===== src/rtl/alu_pkg.sv =====
// ---------------------------------------------------------------------------
// alu_pkg
// Shared definitions for the 4-bit ALU front end.
//   ALU_W          : operand width (4)
//   alu_op_t       : 2-bit opcode encoding (AND, XOR, SUB, MUL)
//   loader_state_t : operand loader FSM states, encoding doubles as LED code
// ---------------------------------------------------------------------------
package alu_pkg;

    localparam int ALU_W = 4;

    typedef enum logic [1:0] {
        OP_AND = 2'b00,
        OP_XOR = 2'b01,
        OP_SUB = 2'b10,
        OP_MUL = 2'b11
    } alu_op_t;

    typedef enum logic [1:0] {
        WAIT_A  = 2'b00,
        WAIT_B  = 2'b01,
        WAIT_OP = 2'b10,
        READY   = 2'b11
    } loader_state_t;

endpackage


===== src/rtl/btn_debounce.sv =====
// ---------------------------------------------------------------------------
// btn_debounce
// Debounces one raw push-button and emits a single-cycle pulse on the
// accepted 0->1 transition of the debounced level.
// Optional macro ALU_LOADER_SYNC_EN: when defined, the raw button first
// passes through a 2-flop synchronizer.
// Ports:
//   clk   : system clock
//   rst_n : asynchronous active-low reset
//   btn   : raw button, active-high
//   rise  : combinational pulse, high for the edge on which the debounced
//           level goes 0->1 (consumed by logic clocked on that same edge)
// ---------------------------------------------------------------------------
module btn_debounce #(
    parameter int DEBOUNCE_CYCLES = 16
) (
    input  logic clk,
    input  logic rst_n,
    input  logic btn,
    output logic rise
);

    localparam int CW = (DEBOUNCE_CYCLES > 2) ? $clog2(DEBOUNCE_CYCLES) : 1;
    localparam logic [CW-1:0] CNT_MAX = CW'(DEBOUNCE_CYCLES - 1);

    logic          sample;
    logic          db;
    logic [CW-1:0] cnt;
    logic          accept;

`ifdef ALU_LOADER_SYNC_EN
    logic [1:0] sync_q;

    always_ff @(posedge clk or negedge rst_n) begin
        if (!rst_n) begin
            sync_q <= 2'b00;
        end else begin
            sync_q <= {sync_q[0], btn};
        end
    end

    assign sample = sync_q[1];
`else
    // Input is assumed already synchronous to clk.
    assign sample = btn;
`endif

    // The new level is accepted on the sample that would be the
    // DEBOUNCE_CYCLES-th consecutive one differing from db.
    assign accept = (sample != db) && (cnt == CNT_MAX);
    assign rise   = accept && sample;

    always_ff @(posedge clk or negedge rst_n) begin
        if (!rst_n) begin
            db  <= 1'b0;
            cnt <= '0;
        end else if (sample == db) begin
            cnt <= '0;
        end else if (accept) begin
            db  <= sample;
            cnt <= '0;
        end else begin
            cnt <= cnt + CW'(1);
        end
    end

endmodule


===== src/rtl/alu_operand_loader.sv =====
// ---------------------------------------------------------------------------
// alu_operand_loader
// Time-multiplexes one 4-bit switch bank into operand A, operand B and the
// 2-bit opcode of the ALU using debounced load presses. A debounced clear
// press aborts any sequence and zeroes the operand set.
// Optional macro ALU_LOADER_SYNC_EN: adds a 2-flop synchronizer in front of
// each button debouncer.
// Ports:
//   clk       : system clock
//   rst_n     : asynchronous active-low reset
//   sw[3:0]   : switch bank (quasi-static, sampled directly)
//   btn_load  : raw load button, active-high
//   btn_clear : raw clear button, active-high
//   A[3:0]    : captured operand A
//   B[3:0]    : captured operand B
//   Op[1:0]   : captured opcode (00 AND, 01 XOR, 10 SUB, 11 MUL)
//   op_valid  : level, high while A/B/Op form a complete operand set; there
//               is no back-pressure, the ALU simply uses the set while high
//   stage[1:0]: current FSM state (00 WAIT_A, 01 WAIT_B, 10 WAIT_OP, 11 READY)
// ---------------------------------------------------------------------------
module alu_operand_loader
    import alu_pkg::*;
#(
    parameter int DEBOUNCE_CYCLES = 16
) (
    input  logic             clk,
    input  logic             rst_n,
    input  logic [ALU_W-1:0] sw,
    input  logic             btn_load,
    input  logic             btn_clear,
    output logic [ALU_W-1:0] A,
    output logic [ALU_W-1:0] B,
    output logic [1:0]       Op,
    output logic             op_valid,
    output logic [1:0]       stage
);

    logic          load_ev;
    logic          clear_ev;
    loader_state_t state;
    alu_op_t       op_q;

    btn_debounce #(.DEBOUNCE_CYCLES(DEBOUNCE_CYCLES)) u_db_load (
        .clk   (clk),
        .rst_n (rst_n),
        .btn   (btn_load),
        .rise  (load_ev)
    );

    btn_debounce #(.DEBOUNCE_CYCLES(DEBOUNCE_CYCLES)) u_db_clear (
        .clk   (clk),
        .rst_n (rst_n),
        .btn   (btn_clear),
        .rise  (clear_ev)
    );

    // Clear has priority: a coincident load is dropped.
    always_ff @(posedge clk or negedge rst_n) begin
        if (!rst_n) begin
            state    <= WAIT_A;
            A        <= '0;
            B        <= '0;
            op_q     <= OP_AND;
            op_valid <= 1'b0;
        end else if (clear_ev) begin
            state    <= WAIT_A;
            A        <= '0;
            B        <= '0;
            op_q     <= OP_AND;
            op_valid <= 1'b0;
        end else if (load_ev) begin
            case (state)
                WAIT_A: begin
                    A     <= sw;
                    state <= WAIT_B;
                end
                WAIT_B: begin
                    B     <= sw;
                    state <= WAIT_OP;
                end
                WAIT_OP: begin
                    op_q     <= alu_op_t'(sw[1:0]);
                    op_valid <= 1'b1;
                    state    <= READY;
                end
                READY: begin
                    // New sequence; B and Op remain until overwritten.
                    A        <= sw;
                    op_valid <= 1'b0;
                    state    <= WAIT_B;
                end
                default: state <= WAIT_A;
            endcase
        end
    end

    assign Op    = op_q;
    assign stage = state;

endmodule


===== config.mk =====
export PLATFORM = sky130hd
export DESIGN_NAME = alu_operand_loader
export DESIGN_NICKNAME = d
export VERILOG_FILES = /design/src/rtl/alu_pkg.sv /design/src/rtl/btn_debounce.sv /design/src/rtl/alu_operand_loader.sv
export SDC_FILE = /design/constraint.sdc
export NUM_CORES = 1
export LEC_CHECK = 0
export BUFFER_PORTS_ARGS = -buffer_cell sky130_fd_sc_hd__buf_2
export CORE_MARGIN = 4
export CORE_UTILIZATION = 48
export CTS_CLUSTER_SIZE = 30
export DETAILED_ROUTE_END_ITERATION = 7
export PLACE_DENSITY = 0.81
export SLEW_MARGIN = 20
export SYNTH_ARGS = -nofsm -noshare
export SYNTH_HDL_FRONTEND = slang
export SYNTH_HIERARCHICAL = 1
export SYNTH_SLANG_ARGS = --single-unit

===== constraint.sdc =====
create_clock -name clk -period 1.78 [get_ports clk]
set_input_delay 0.356 -clock clk [delete_from_list [all_inputs] [get_ports clk]]
set_output_delay 0.356 -clock clk [all_outputs]
set_load 0.02 [all_outputs]

; Yosys cells after proc, flatten, opt, wreduce, memory -nomap -nowiden
; Cells that the tools add are included.
[word_totals]
reg_bits = 23
out_inout_bits = 13
[classes]
add_sub_neg = 2
n_eq_ne = 9
mux = 19
bitwise = 2
reduce_logical = 17
[ops]
columns = cell, n
row1 = 2-to-1 mux 4 bit, 10
row2 = AND reduction 2 bit, 6
row3 = 2-to-1 mux 2 bit, 5
row4 = "adder 4 x 1 -> 4 bit, second input constant", 2
row5 = "equality test 4 bit, second input constant", 2
row6 = nonzero test 2 bit, 4
row7 = case mux 2 bit (3 select lines), 1
row8 = "equality test 2 bit, second input constant", 2
row9 = logical AND 1 bit, 4
row10 = nonzero test 3 bit, 1
row11 = equality test 1 bit, 2
row12 = "equality test 2 x 1 -> 1 bit, second input constant", 1
row13 = logical NOT 2 bit, 1
row14 = 2-to-1 mux 1 bit, 2
row15 = != test 1 bit, 2
row16 = inverter 1 bit, 2
row17 = case mux 1 bit (2 select lines), 1
row18 = OR reduction 2 bit, 1

; Longest topological paths before layout
[logic_depth]
ltp_word = 5
mapped_depth = 6

; Modules after synthesis
; The synthesis kept the hierarchy.
[modules_own_cells]
columns = module, instances, cells_per_inst, area_per_inst_um2, seq_area_each_um2
row1 = alu_operand_loader, 1, 55, 643.1, 325.3
row2 = btn_debounce (u_db_clear), 1, 19, 237.7, 125.1
row3 = btn_debounce (u_db_load), 1, 17, 227.7, 125.1

; Least setup slack after synthesis
; Ideal clock, no wire load.
[synth_path]
path_type = flip-flop to flip-flop
from = register u_db_load.cnt[0]
to = register B[0]
arrival_time_ps = 1641
required_ps = 1701
setup_slack_ps = 60
path_stages_with_launch = 7
synth_period_minus_slack_ps = 1720
cell_sequence = dfrtp_1 -> ha_1 -> nand3_2 -> nor3b_1 -> and2_1 -> buf_6 -> mux2i_1
[synth_between]
elab_chain_cells = 5
[synth_lines]
columns = item, line_no
row1 = start: declaration, btn_debounce.sv:28  ; logic [CW-1:0] cnt;
row2 = start signal: assignment, btn_debounce.sv:63  ; cnt <= cnt + CW'(1);
row3 = equality test 4 bit, btn_debounce.sv:50  ; assign accept = (sample != db) && (cnt == CNT_MAX);
row4 = logical AND 1 bit, btn_debounce.sv:50
row5 = logical AND 1 bit, btn_debounce.sv:51  ; assign rise = accept && sample;
row6 = net load_ev, alu_operand_loader.sv:38  ; logic load_ev;
row7 = nonzero test 2 bit (no line), --
row8 = AND reduction 2 bit (no line), --
row9 = end signal: assignment, alu_operand_loader.sv:78  ; B <= sw;
row10 = end: declaration, alu_operand_loader.sv:32  ; output logic [ALU_W-1:0] B,
; The timed path passes the listed nets, and every way through them passes these cells.
; A chain may end at the register's enable or synchronous reset.

; Final worst setup path
[layout_path]
from = register u_db_clear.cnt[0]
to = register op_q[0] (netlist: Op[0])
[layout_between]
elab_chain_cells = 5
elab_cells_between_ends = 7
cone_classes = eq/ne: 1 / mux: 1 / reduce/logical: 5
[layout_lines]
columns = item, line_no
row1 = start: declaration, btn_debounce.sv:28
row2 = start signal: assignment, btn_debounce.sv:63
row3 = equality test 4 bit (*), btn_debounce.sv:50
row4 = logical AND 1 bit (*), btn_debounce.sv:50
row5 = logical AND 1 bit (*), btn_debounce.sv:51
row6 = net clear_ev, alu_operand_loader.sv:39  ; logic clear_ev;
row7 = nonzero test 2 bit (no line), --
row8 = AND reduction 2 bit (no line), --
row9 = end signal: assignment, alu_operand_loader.sv:82  ; op_q <= alu_op_t'(sw[1:0]);
row10 = end: declaration, alu_operand_loader.sv:41  ; alu_op_t op_q;
; The timed path passes the listed nets; every way through them passes the cells marked *.

==> results.tsv <==
metric	value	unit
share of cells above drive strength 1	29.6	%
Max IR drop VDD	592	uV
worst slew pin tran	0.496	ns
Final nets	129	
area grow syn2layout	15.0	%
gpl congestion	0.659	
area share of the largest cell type after synthesis	51.9	%
row cnt	17	
Die Span X	56.1	um
Top Ports	21	
CTS Buffer Depth	2	
buffers added on ports	20	
RSZ-0062 raised after global routing	false	
sum of negative setup slack	0	ns
height of the die	56.1	um
violations in the final reports	hold timing	
Hold Fails Final Rpt	12	
Initial DRC Count	11	
Worst EP required	1.97	ns
flops & latches, synth	23	
Filler cells	213	
Sequential cell area	576	um2
first-pass GRT wire length	3.31	mm
DRC viols	0	
WL/cell	13.4	um
clock sink count	23	
Final setup violation count	0	
Area contributors post-synth	dfrtp_1, mux2i_1, nand2b_1	
gr usage total	13.0	%
Static Leak	0.660	nW
post-synthesis cell area	1110	um2
Worst Path Arrival	1.79	ns
Vias/cell	5.06	
Clock transition at path regs	0.13	ns
Max Clk Rate	625	MHz
ant diodes	0	
largest area contributor in the netlist	dfrtp_1	
register area share after synthesis	51.9	%
Post-Syn Area per Cell	12.2	um2
total CTS buffers	3	
setup slack after layout	0.180	ns
max cap viols	0	
dpl ws	0.130	ns
startpoint types	flop	
Yosys Warn Count	6	
WHS	-0.00672	ns
die area	3140	um2
final wirelength	1.92	mm
Synth Net Count	104	
post-route ant nets	0	
dpl hpwl	1.47	mm
GRT overflow	0	
DR pass1 iterations	4	
fin crit share	89.9	%
htree depth	1	
number of max-slew violations in the final report	0	
Initial Util	50.1	%
Clock Latency Late Sink	0.30	ns
initial antenna violation count	0	
post-route clock skew	0.00793	ns
synth unique cells	26	
crit path max fanout	17	
worst relative slew slack	67.0	%
Root Buffer	clkbuf_4	
vias	723	
pin count of the biggest net entering global routing	24	
worst setup path category	flop to flop	
core area	2210	um2
Tightest Hold Check Type	primary input to async pin	
multi-input logic area	512	um2
run status	finished, violations left	
CP endpoint kind	flop	
Pwr Density	716	nW/um2
post-synthesis cell count	91	
CTS tree	yes	
post-CTS setup buffer count	0	
fin crit period	1.60	ns
number of global-route vias before repair	748	
metal layers:
layer	share of wire, %	global-route usage (%)	vias up
met1	45	17.0	355
li1	-	-	358
met2	52	22.4	8
met3	2.9	2.32	2
met4	0.57	3.05	0
met5	0	0	-
worst paths after layout:
path / startpoint / endpoint / slack (ns) / cells past startpoint
min: rst_n / B[0]$_DFFE_PN0P_ / -0.007 / 1
max in group asynchronous: rst_n / Op[0]$_DFFE_PN0P_ / 1.44 / 1
min reg2reg: u_db_load/cnt[0]$_DFF_PN0_ / u_db_load/cnt[0]$_DFF_PN0_ / 0.51 / 1
min in group clk: btn_clear / u_db_clear/db$_DFFE_PN0P_ / 0.31 / 2
max: u_db_clear/cnt[0]$_DFF_PN0_ / Op[0]$_DFFE_PN0P_ / 0.18 / 6
max reg2reg: u_db_clear/cnt[0]$_DFF_PN0_ / Op[0]$_DFFE_PN0P_ / 0.18 / 6
placed cells by master, fill, tap and decap left out:
| cell type | n |
|---|---|
| mux2_4 | 2 |
| nor3b_2 | 2 |
| nand2_1 | 2 |
| clkbuf_4 | 3 |
| nor2b_1 | 2 |
| nand3b_1 | 1 |
| nand3_2 | 2 |
| a31oi_1 | 1 |
| ha_1 | 5 |
| mux2i_1 | 10 |
| a311oi_1 | 1 |
| inv_1 | 3 |
| nor3_2 | 1 |
| buf_4 | 2 |
| dfrtp_1 | 23 |
| buf_2 | 20 |
| nor2_1 | 3 |
| o21ai_0 | 1 |
| a21oi_1 | 4 |
| and2_2 | 1 |
| nand2b_1 | 15 |
| clkbuf_1 | 1 |
| xnor2_1 | 4 |
| nand4b_1 | 1 |
| a21o_1 | 1 |
| nor3b_1 | 2 |
| a21bo_2 | 1 |
| or2b_1 | 1 |
metrics by stage:
| step | std cells | utilization (%) | power [mW] | instance area, um2 |
|---|---|---|---|---|
| floorplan | 91 | - | 0.646 | 1110 |
| finish | 143 | 57.6 | 0.913 | 1270 |
| global route | 143 | 57.6 | 0.956 | 1270 |
| CTS | 143 | 57.4 | 0.916 | 1270 |
| detailed placement | 139 | 56.2 | 0.685 | 1240 |
| global placement | 139 | 56.2 | 0.678 | 1240 |
power breakdown:
group          leakage, nW  total, mW  internal [mW]  switching, mW
clock network       0.0150      0.238         0.0871          0.151
registers            0.309      0.579          0.549         0.0298
logic                0.335     0.0957         0.0464         0.0492
total                0.660      0.913          0.683          0.230
cells by family (layout without fill, tap and decap cells):
logic type	after synthesis	in the layout	share of synthesized area, %
XOR/XNOR	4	4	3.16
AND/OR/NAND/NOR	33	33	19.9
multiplexers	12	12	11.7
flip-flops	23	23	51.9
AO/OA/AOI/OAI	9	9	5.19
adder cells (fa/ha/maj)	5	5	5.64
buffers and inverters	5	29	2.48
registers in the layout, summed over array words and instances, names as in the netlist:
register        count
A                   4
B                   4
u_db_clear/cnt      4
u_db_load/cnt       4
Op                  2
stage               2
op_valid            1
u_db_clear/db       1
u_db_load/db        1
cells in the mapped netlist, drive strengths merged:
library cell,instances
or2b,1
nand3b,1
ha,5
a21bo,1
xnor2,4
nor3b,4
dfrtp,23
buf,2
nand2,2
inv,3
nor2b,2
mux2,2
a31oi,1
mux2i,10
nand2b,15
nand4b,1
nor2,3
and2,1
a21o,1
nand3,2
a21oi,4
nor3,1
o21ai,1
a311oi,1
final cells by class:
| type | instances | area share [%] |
|---|---|---|
| sequential | 23 | 45.1 |
| multi-input combinational | 63 | 40.1 |
| timing repair buffer | 22 | 9.03 |
| tap | 28 | 2.75 |
| clock buffer | 4 | 2.06 |
| inverter | 3 | 0.883 |
worst max-delay path, cell delays in order, from the launching register on:
cell and delay [ns]:
dfrtp_1 0.43, ha_1 0.25, nand3_2 0.12, nor3b_1 0.20
buf_4 0.22, nand2b_1 0.18, mux2i_1 0.10
repair_timing:
action | 4_1_cts | 5_1_grt
hold buffers | 0 | 0
resized for setup | 0 | 2
endpoints found under the setup margin | 0 | 9
No activity file was read; power rests on OpenSTA's default activity.
